===== config.mk =====
export PLATFORM = sky130hd
export DESIGN_NAME = dog_builder
export DESIGN_NICKNAME = d
export VERILOG_FILES = /design/src/rtl/dog_builder.sv
export SDC_FILE = /design/constraint.sdc
export NUM_CORES = 1
export LEC_CHECK = 0
export ABC_AREA = 1
export ABC_CLOCK_PERIOD_IN_PS = 3030
export BUFFER_PORTS_ARGS = -buffer_cell sky130_fd_sc_hd__buf_2
export CORE_AREA = 8 8 124 126
export CTS_BUF_LIST = sky130_fd_sc_hd__clkbuf_2 sky130_fd_sc_hd__clkbuf_4 sky130_fd_sc_hd__clkbuf_8
export DETAILED_ROUTE_END_ITERATION = 10
export DIE_AREA = 0 0 132 134
export GPL_ROUTABILITY_DRIVEN = 1
export PLACE_DENSITY = 0.5
export SLEW_MARGIN = 10
export SYNTH_ARGS = -nofsm -noshare
export SYNTH_HDL_FRONTEND = slang
export SYNTH_SLANG_ARGS = --single-unit

===== constraint.sdc =====
create_clock -name clk_in -period 3.03 [get_ports clk_in]
set_input_delay 0.303 -clock clk_in [delete_from_list [all_inputs] [get_ports clk_in]]
set_output_delay 0.303 -clock clk_in [all_outputs]
set_load 0.03 [all_outputs]

===== src/rtl/dog_builder.sv =====
`default_nettype none
// ============================================================================
//  Module   : dog_builder
//  Brief    : Streams two equally sized source images out of a shared BRAM
//             address and writes their signed difference (hi - lo) as one
//             difference-of-Gaussians image.
//  Revision : 1.0  initial release
// ============================================================================
module dog_builder #(
  parameter int IMG_W     = 128,
  parameter int IMG_H     = 128,
  parameter int BIT_DEPTH = 8,
  parameter int RD_LAT    = 2,
  localparam int N        = IMG_W * IMG_H,
  localparam int ADDR_W   = (N > 1) ? $clog2(N) : 1
) (
  input  logic                 clk_in,
  input  logic                 rst_in,
  input  logic                 start_in,
  input  logic                 hold_in,
  output logic [ADDR_W-1:0]    rd_addr_out,
  output logic                 rd_en_out,
  input  logic [BIT_DEPTH-1:0] pix_lo_in,
  input  logic [BIT_DEPTH-1:0] pix_hi_in,
  output logic [ADDR_W-1:0]    wr_addr_out,
  output logic [BIT_DEPTH:0]   wr_data_out,
  output logic                 wr_valid_out,
  output logic                 busy_out,
  output logic                 done_out
);

  localparam logic [ADDR_W-1:0] c_LAST_ADDR = ADDR_W'(N - 1);

  typedef enum logic [1:0] {
    S_IDLE  = 2'd0,
    S_RUN   = 2'd1,
    S_DRAIN = 2'd2,
    S_DONE  = 2'd3
  } state_t;

  state_t                r_state;
  state_t                w_state_nxt;
  logic [ADDR_W-1:0]     r_addr;
  logic [ADDR_W-1:0]     r_wr_cnt;
  logic                  r_dl_vld  [RD_LAT];
  logic [ADDR_W-1:0]     r_dl_addr [RD_LAT];
  logic [ADDR_W-1:0]     r_last_addr;
  logic [BIT_DEPTH:0]    r_last_data;
  logic                  w_rd_en;
  logic                  w_wr_valid;
  logic                  w_busy;
  logic                  w_done;
  logic [BIT_DEPTH:0]    w_diff;

  // The oldest delay-line stage lines up with the BRAM data for that read.
  assign w_wr_valid = r_dl_vld[RD_LAT-1];
  // Exact difference of zero-extended operands; the extra bit carries the sign.
  assign w_diff     = {1'b0, pix_hi_in} - {1'b0, pix_lo_in};

  // State register.
  always_ff @(posedge clk_in or negedge rst_in) begin
    if (!rst_in) begin
      r_state <= S_IDLE;
    end else begin
      r_state <= w_state_nxt;
    end
  end

  // Next-state decode plus the state-derived strobes.
  always_comb begin
    w_state_nxt = r_state;
    w_rd_en     = 1'b0;
    w_busy      = 1'b0;
    w_done      = 1'b0;
    case (r_state)
      S_IDLE: begin
        if (start_in) begin
          w_state_nxt = S_RUN;
        end
      end
      S_RUN: begin
        w_busy  = 1'b1;
        w_rd_en = !hold_in;
        if (w_rd_en && (r_addr == c_LAST_ADDR)) begin
          w_state_nxt = S_DRAIN;
        end
      end
      S_DRAIN: begin
        w_busy = 1'b1;
        if (w_wr_valid && (r_wr_cnt == c_LAST_ADDR)) begin
          w_state_nxt = S_DONE;
        end
      end
      S_DONE: begin
        w_done      = 1'b1;
        w_state_nxt = S_IDLE;
      end
      default: begin
        w_state_nxt = S_IDLE;
      end
    endcase
  end

  // Raster read address: parked at 0 outside RUN, saturates at N-1.
  always_ff @(posedge clk_in or negedge rst_in) begin
    if (!rst_in) begin
      r_addr <= '0;
    end else if (r_state != S_RUN) begin
      r_addr <= '0;
    end else if (w_rd_en && (r_addr != c_LAST_ADDR)) begin
      r_addr <= r_addr + ADDR_W'(1);
    end
  end

  // Count writes so the drain knows when the final pixel has gone out.
  always_ff @(posedge clk_in or negedge rst_in) begin
    if (!rst_in) begin
      r_wr_cnt <= '0;
    end else if (r_state == S_IDLE) begin
      r_wr_cnt <= '0;
    end else if (w_wr_valid && (r_wr_cnt != c_LAST_ADDR)) begin
      r_wr_cnt <= r_wr_cnt + ADDR_W'(1);
    end
  end

  // Delay line carrying read valid and address across the BRAM latency.
  always_ff @(posedge clk_in or negedge rst_in) begin
    if (!rst_in) begin
      for (int i = 0; i < RD_LAT; i++) begin
        r_dl_vld[i]  <= 1'b0;
        r_dl_addr[i] <= '0;
      end
    end else begin
      r_dl_vld[0]  <= w_rd_en;
      r_dl_addr[0] <= r_addr;
      for (int i = 1; i < RD_LAT; i++) begin
        r_dl_vld[i]  <= r_dl_vld[i-1];
        r_dl_addr[i] <= r_dl_addr[i-1];
      end
    end
  end

  // Remember the last write so the write bus holds steady between strobes.
  always_ff @(posedge clk_in or negedge rst_in) begin
    if (!rst_in) begin
      r_last_addr <= '0;
      r_last_data <= '0;
    end else if (w_wr_valid) begin
      r_last_addr <= r_dl_addr[RD_LAT-1];
      r_last_data <= w_diff;
    end
  end

  assign rd_addr_out  = r_addr;
  assign rd_en_out    = w_rd_en;
  assign wr_valid_out = w_wr_valid;
  assign wr_addr_out  = w_wr_valid ? r_dl_addr[RD_LAT-1] : r_last_addr;
  assign wr_data_out  = w_wr_valid ? w_diff : r_last_data;
  assign busy_out     = w_busy;
  assign done_out     = w_done;

endmodule
`default_nettype wire


==> results of run 1 <==
## final timing paths
path / endpoint / depth (start not counted)
hold / removal: r_dl_vld[1]$_DFF_PN0_ / 2
setup / recovery: wr_data_out[6] / 15
max in group asynchronous: rd_addr_out[12]$_DFFE_PN0P_ / 3
min in group asynchronous: r_wr_cnt[2]$_DFFE_PN0P_ / 2
hold reg to reg: r_dl_addr[8]$_DFF_PN0_ / 0
setup reg to reg: rd_addr_out[11]$_DFFE_PN0P_ / 8
## routing by layer
| metal | share of wire | up-vias | wire length (um) | track usage |
|---|---|---|---|---|
| li1 | - | 1549 | - | - |
| met1 | 0.47 | 1385 | 4110 | 0.131 |
| met2 | 0.46 | 51 | 4010 | 0.159 |
| met3 | 0.051 | 7 | 444 | 0.0366 |
| met4 | 0.012 | 0 | 107 | 0.0415 |
| met5 | 0 | - | 0 | 0 |
## worst max-delay path, cell delays in order
cell and delay (ns):
buf_2 0.09, inv_1 0.04, ha_1 0.13, inv_1 0.06, fa_1 0.38, nand2_1 0.10, nand2_1 0.06, nand2_1 0.07
nand2_1 0.07, a21oi_1 0.17, inv_1 0.08, nand2_1 0.06, nand3_1 0.07, nand2_1 0.09, buf_2 0.20
## power by group through the flow
stage | clock [mW] | combinational, mW | sequential [mW]
finish | 0.745 | 0.990 | 1.29
global route | 0.842 | 1.11 | 1.31
CTS | 0.785 | 1.02 | 1.30
detailed placement | 0 | 1.02 | 1.32
global placement | 0 | 1.01 | 1.31
floorplan | 0 | 0.746 | 1.32
## cells in the final DEF, fill, tap and decap left out, drive strengths merged
cell type and n:
inv 51, dlygate4sd3 1, nor3 4, o21bai 3, nand3 39, nand3b 7
a21oi 4, clkinv 2, clkinvlp 1, xnor2 3, or2 2, a21o 1
a21boi 1, dfrtp 83, ha 14, a31oi 2, buf 63, nor2 28
xor2 7, nand4 7, a211oi 1, fa 1, clkbuf 10, nand2 171
o21ai 16
## kinds of logic after synthesis
family,count (synthesis),share of synthesized area
compound gates,28,0.0460
buf+inv,58,0.0614
fa+ha+maj,15,0.0499
simple gates,258,0.290
flops,83,0.531
xor+xnor,10,0.0224
## area by class of cell
cell class              count  area, um2  share of cell area
inverters                  48        180              0.0392
repair buffers             64        335              0.0730
well taps                 180        225              0.0490
clock inverters             6       47.5              0.0104
multi-input cells         311       1600               0.348
clock buffers              10        131              0.0286
flip-flops and latches     83       2080               0.452
## what timing repair did
item | in CTS | in global routing
endpoints found under the hold margin | 50 | 0
hold buffers | 1 | 0
endpoints found under the setup margin | 0 | 0
## registers in the layout, indices dropped and copies added, names as in the netlist
name,count
r_dl_addr,28
r_last_addr,14
r_wr_cnt,14
rd_addr_out,14
r_last_data,9
r_state,2
r_dl_vld,1
wr_valid_out,1
## metrics by stage
step	setup slack, ns	cell area [um2]	power (mW)
after floorplan	0.951	3910	2.07
after global placement	0.750	4400	2.32
after detailed placement	0.743	4400	2.33
after CTS	0.733	4590	3.10
after global routing	0.552	4590	3.26
final	0.755	4590	3.03
==> flow_summary.toml, run 1 <==
[power_and_ir_drop]
p_int_mw = 1.81
power_frac_seq = 0.427
combPwrFrac = 0.327
sw_frac_of_total = 0.402
p_clk_frac = 0.246
leakagePower_nw = 2.49
power_density_nw_per_um2 = 660
ir_drop_v = 0.000334
p_sw_mw = 1.22

[critical_path]
worstSetupEndpointType = "output pin"
critPathLaunch = "pix_hi_in[0]"
critPathRequiredTime_ns = 2.73
crit_fanout = 2
worstSetupStartpointType = "input port"
rr_startpoint = "r_state[1]$_DFFE_PN0P_"
crit_arrival_ns = 1.97
critPathKind = "in2out"
r2r_slack_ns = 1.00

[cells_and_area]
layoutNonFillerInstCount = 702
nets = 552
antennaDiodeCount = 0
drive_gt1_frac = 0.184
utilization = 0.340
syn2layout_area_growth_pct = 17.4
fillerInstances = 1417

[timing]
fin_crit_ns = 2.28
rsz0062_at_grt = "false"
holdWs_ns = 0.122
skew_ns = 0.0114
finalCritPeriodShare = 0.751
max_freq_mhz = 439
fin_tns_setup_ns = 0
slew_headroom = 0.564
worst_slew_pin_slew_ns = 0.655
hold_viol_final = 0
setup_viol = 0
slew_violations = 0

[synthesis]
synth_nets = 487
avgSynthCellArea_um2 = 8.66
yosysTopAreaCellShare = 0.531
netlist_area_um2 = 3910
netlist_instances = 452
synth-main-ff-cell = "dfrtp_1"
synth_common_cells = "168 x nand2_1, 83 x dfrtp_1, 45 x inv_1"
ys_types = 32
yosysSeqAreaShare = 0.531
yosysMostFrequentCell = "nand2_1"
yosysWarnings = 0
synth_edf_count = 0
async_flop_share = 1.00
synth_top_area_cell = "dfrtp_1"
ys_ff_latch = 83
yosys-top-cells-area = "dfrtp_1 53%, nand2_1 16%, nand3_1 5.0%, ha_1 4.5%, inv_1 4.3%"

[global_routing]
grt_pass1_vias = 2951
overflow = 0
grt_usage = 0.104
grt_pass1_wl_mm = 14.9
antenna_found_initial = 0
grt_max_degree = 53

[floorplanning]
io_pins = 61
fp-row-count = 43
initial_core_util = 0.290
die_area_um2 = 17700
die_w_um = 132
die_h_um = 134
core_um2 = 13500

[cts]
cts_buffers = 9
cts_root_buffer = "clkbuf_8"
postCtsSetupRepairBufs = 0
cts_max_path_buffers = 2
htreeDepth = 3
cts_resized = 0
clkTransAtPathRegs_ns = 0.08
cts_tree = "yes"
clkSinkCount = 83
insertion_delay_ns = 0.36

[detailed_routing]
antenna_left = 0
wirelength_mm = 8.67
drc = 0
via_per_inst = 4.26
wl_per_cell_um = 12.3
vias = 2992
drt_pass1_iterations = 4
dr.first_iter.drc_count = 177

[place]
dp.cells = 685
dp_hpwl_mm = 6.31
place_congestion = 0.780
io_buffers = 60

[min_path]
hp-class = "in2reg"
hold_start = "hold_in"

[run_status]
status = "completed"

[run]
max-cap-violations = 0
(Power assumes the default switching activity.)
==> inputs of run 2 (changes only) <==
Settings changed: ABC_CLOCK_PERIOD_IN_PS 3030 to 2100.
Clock period 3.03 ns to 2.1 ns, I/O delays scaled along.
==> run 2 against run 1 <==
Net effect: sequential share of layout area decreased by 0.80 points; die area unchanged; combinational power grew 55%; critical path depth did not move; register-to-register slack got worse by 0.77 ns; clock skew is essentially flat; utilization is 0.61 points higher; count of clock-buffer cells in the layout decreased by 1; global-route usage down 0.084 points.
==> flow_summary.toml, run 2 (synthesized netlist as in run 1, its figures left out) <==
[floorplanning]
io_pins = 61
core_um2 = 13500
fp-row-count = 43
die_w_um = 132
die_h_um = 134
initial_core_util = 0.290
die_area_um2 = 17700

[timing]
slew_violations = 0
rsz0062_at_grt = "false"
worst_slew_pin_slew_ns = 0.641
final.setup.worst_slack_ns = 0.158
hold_viol_final = 0
finalCritPeriodShare = 0.925
setup_viol = 0
skew_ns = 0.0113
max_freq_mhz = 515
slew_headroom = 0.573
fin_crit_ns = 1.94

[cells_and_area]
drive_gt1_frac = 0.203
antennaDiodeCount = 0
mostFrequentLayoutCell = "nand2_1"
final_area_um2 = 4680
syn2layout_area_growth_pct = 19.5
seq_area_um2 = 2080
nets = 557
utilization = 0.346
multi_input_area_um2 = 1620
final_cell_mix = "165 x nand2_1, 83 x dfrtp_1, 57 x buf_2, 45 x inv_1, 38 x nand3_1"
largest_register_ffs = 28
fillerInstances = 1413
layoutNonFillerInstCount = 707
top_register = "r_dl_addr"

[critical_path]
critPathRequiredTime_ns = 1.89
crit_fanout = 2
path_delay_family = "simple AND/OR/NAND/NOR gates"
crit_slowest_cell = "fa_2"
worstSetupStartpointType = "input port"
cp_common_cell = "nand2_1"
worstSetupEndpointType = "output pin"
critPathMaxStageDelay_ns = 0.34
critPathKind = "in2out"
crit_arrival_ns = 1.73
path_buf_inv = 5
crit_chain = "buf_2 > inv_1 > ha_1 > inv_1 > fa_2 > nand2_1 > nand2_1 > nand2_2 > nand2_2 > a21oi_2 > inv_1 > nand3_1 > nand2_1 > nand2_1 > buf_4"

[run]
max-cap-violations = 0

[place]
dp_hpwl_mm = 6.33
io_buffers = 60
place_area_um2 = 4450
dp_slack_ns = -0.00593
place_congestion = 0.789
dp.cells = 690

[run_status]
status = "completed"

[cts]
cts_buffers = 9
clkTransAtPathRegs_ns = 0.09
postCtsSetupRepairBufs = 0
cts_tree = "yes"
cts_max_path_buffers = 2
insertion_delay_ns = 0.36
clkSinkCount = 83
htreeDepth = 3
cts_root_buffer = "clkbuf_8"

[detailed_routing]
drt_pass1_iterations = 4
vias = 3070
via_per_inst = 4.34
wirelength_mm = 8.78
wl_per_cell_um = 12.4
dr.first_iter.drc_count = 187
antenna_left = 0
drc = 0

[power_and_ir_drop]
leakagePower_nw = 2.53
power_density_nw_per_um2 = 959
ir_drop_v = 0.000610

[global_routing]
antenna_found_initial = 0
grt_usage = 0.103
grt_max_degree = 46
overflow = 0
grt_pass1_vias = 3032
grt_pass1_wl_mm = 14.8

[min_path]
hp-class = "in2reg"
## run 2: changes by cell type in the layout (fill, tap and decap cells not counted), sizes merged
cell      delta
buf          +5
clkinvlp     -1
clkinv       +2
clkbuf       -1
## run 2: layer usage
layer | GRT usage | vias to the layer above | wire, um | share of wire
met2 | 0.170 | 60 | 4160 | 0.47
met5 | 0 | - | 0 | 0
met1 | 0.126 | 1436 | 4070 | 0.46
met4 | 0.0421 | 0 | 129 | 0.015
met3 | 0.0277 | 7 | 415 | 0.047
li1 | - | 1567 | - | -
## run 2: area by class of cell
type	instances	area share
inverter	48	0.0385
clock inverter	7	0.0128
timing repair buffer	69	0.0843
sequential	83	0.444
clock buffer	9	0.0265
tap	180	0.0482
multi-input combinational	311	0.345
## run 2: path summary, 6_finish.rpt
kind / start / end / slack (ns) / cells past startpoint
max in group asynchronous: rst_in / r_last_addr[9]$_DFF_PN0_ / 1.06 / 3
min in group asynchronous: rst_in / r_wr_cnt[3]$_DFFE_PN0P_ / 0.41 / 2
worst max-delay path: pix_hi_in[0] / wr_data_out[8] / 0.16 / 15
worst max register to register: r_state[1]$_DFFE_PN0P_ / rd_addr_out[7]$_DFFE_PN0P_ / 0.23 / 8
worst min register to register: r_dl_addr[24]$_DFF_PN0_ / r_dl_addr[10]$_DFF_PN0_ / 0.35 / 0
worst min-delay path: hold_in / r_dl_vld[1]$_DFF_PN0_ / 0.05 / 2
## run 2: per-stage QoR
stage                     total power, mW  setup TNS, ns  hold WS, ns
final                                4.49              0       0.0524
after global routing                 4.79              0       0.0367
after CTS                            4.55              0       0.0247
after detailed placement             3.42       -0.00593        0.277
after global placement               3.40              0        0.275
after floorplan                      2.99              0      -0.0856
## run 2: report_power, final
group / switching [mW] / internal (mW)
Combinational: 1.09 / 0.444
Sequential: 0.0805 / 1.77
Clock: 0.648 / 0.451
## run 2: repair_timing
action	4_1_cts	5_1_grt
endpoints found under the hold margin	44	0
pin swaps	0	2
hold buffers	1	0
setup endpoints to repair	1	2
resized for setup	1	9
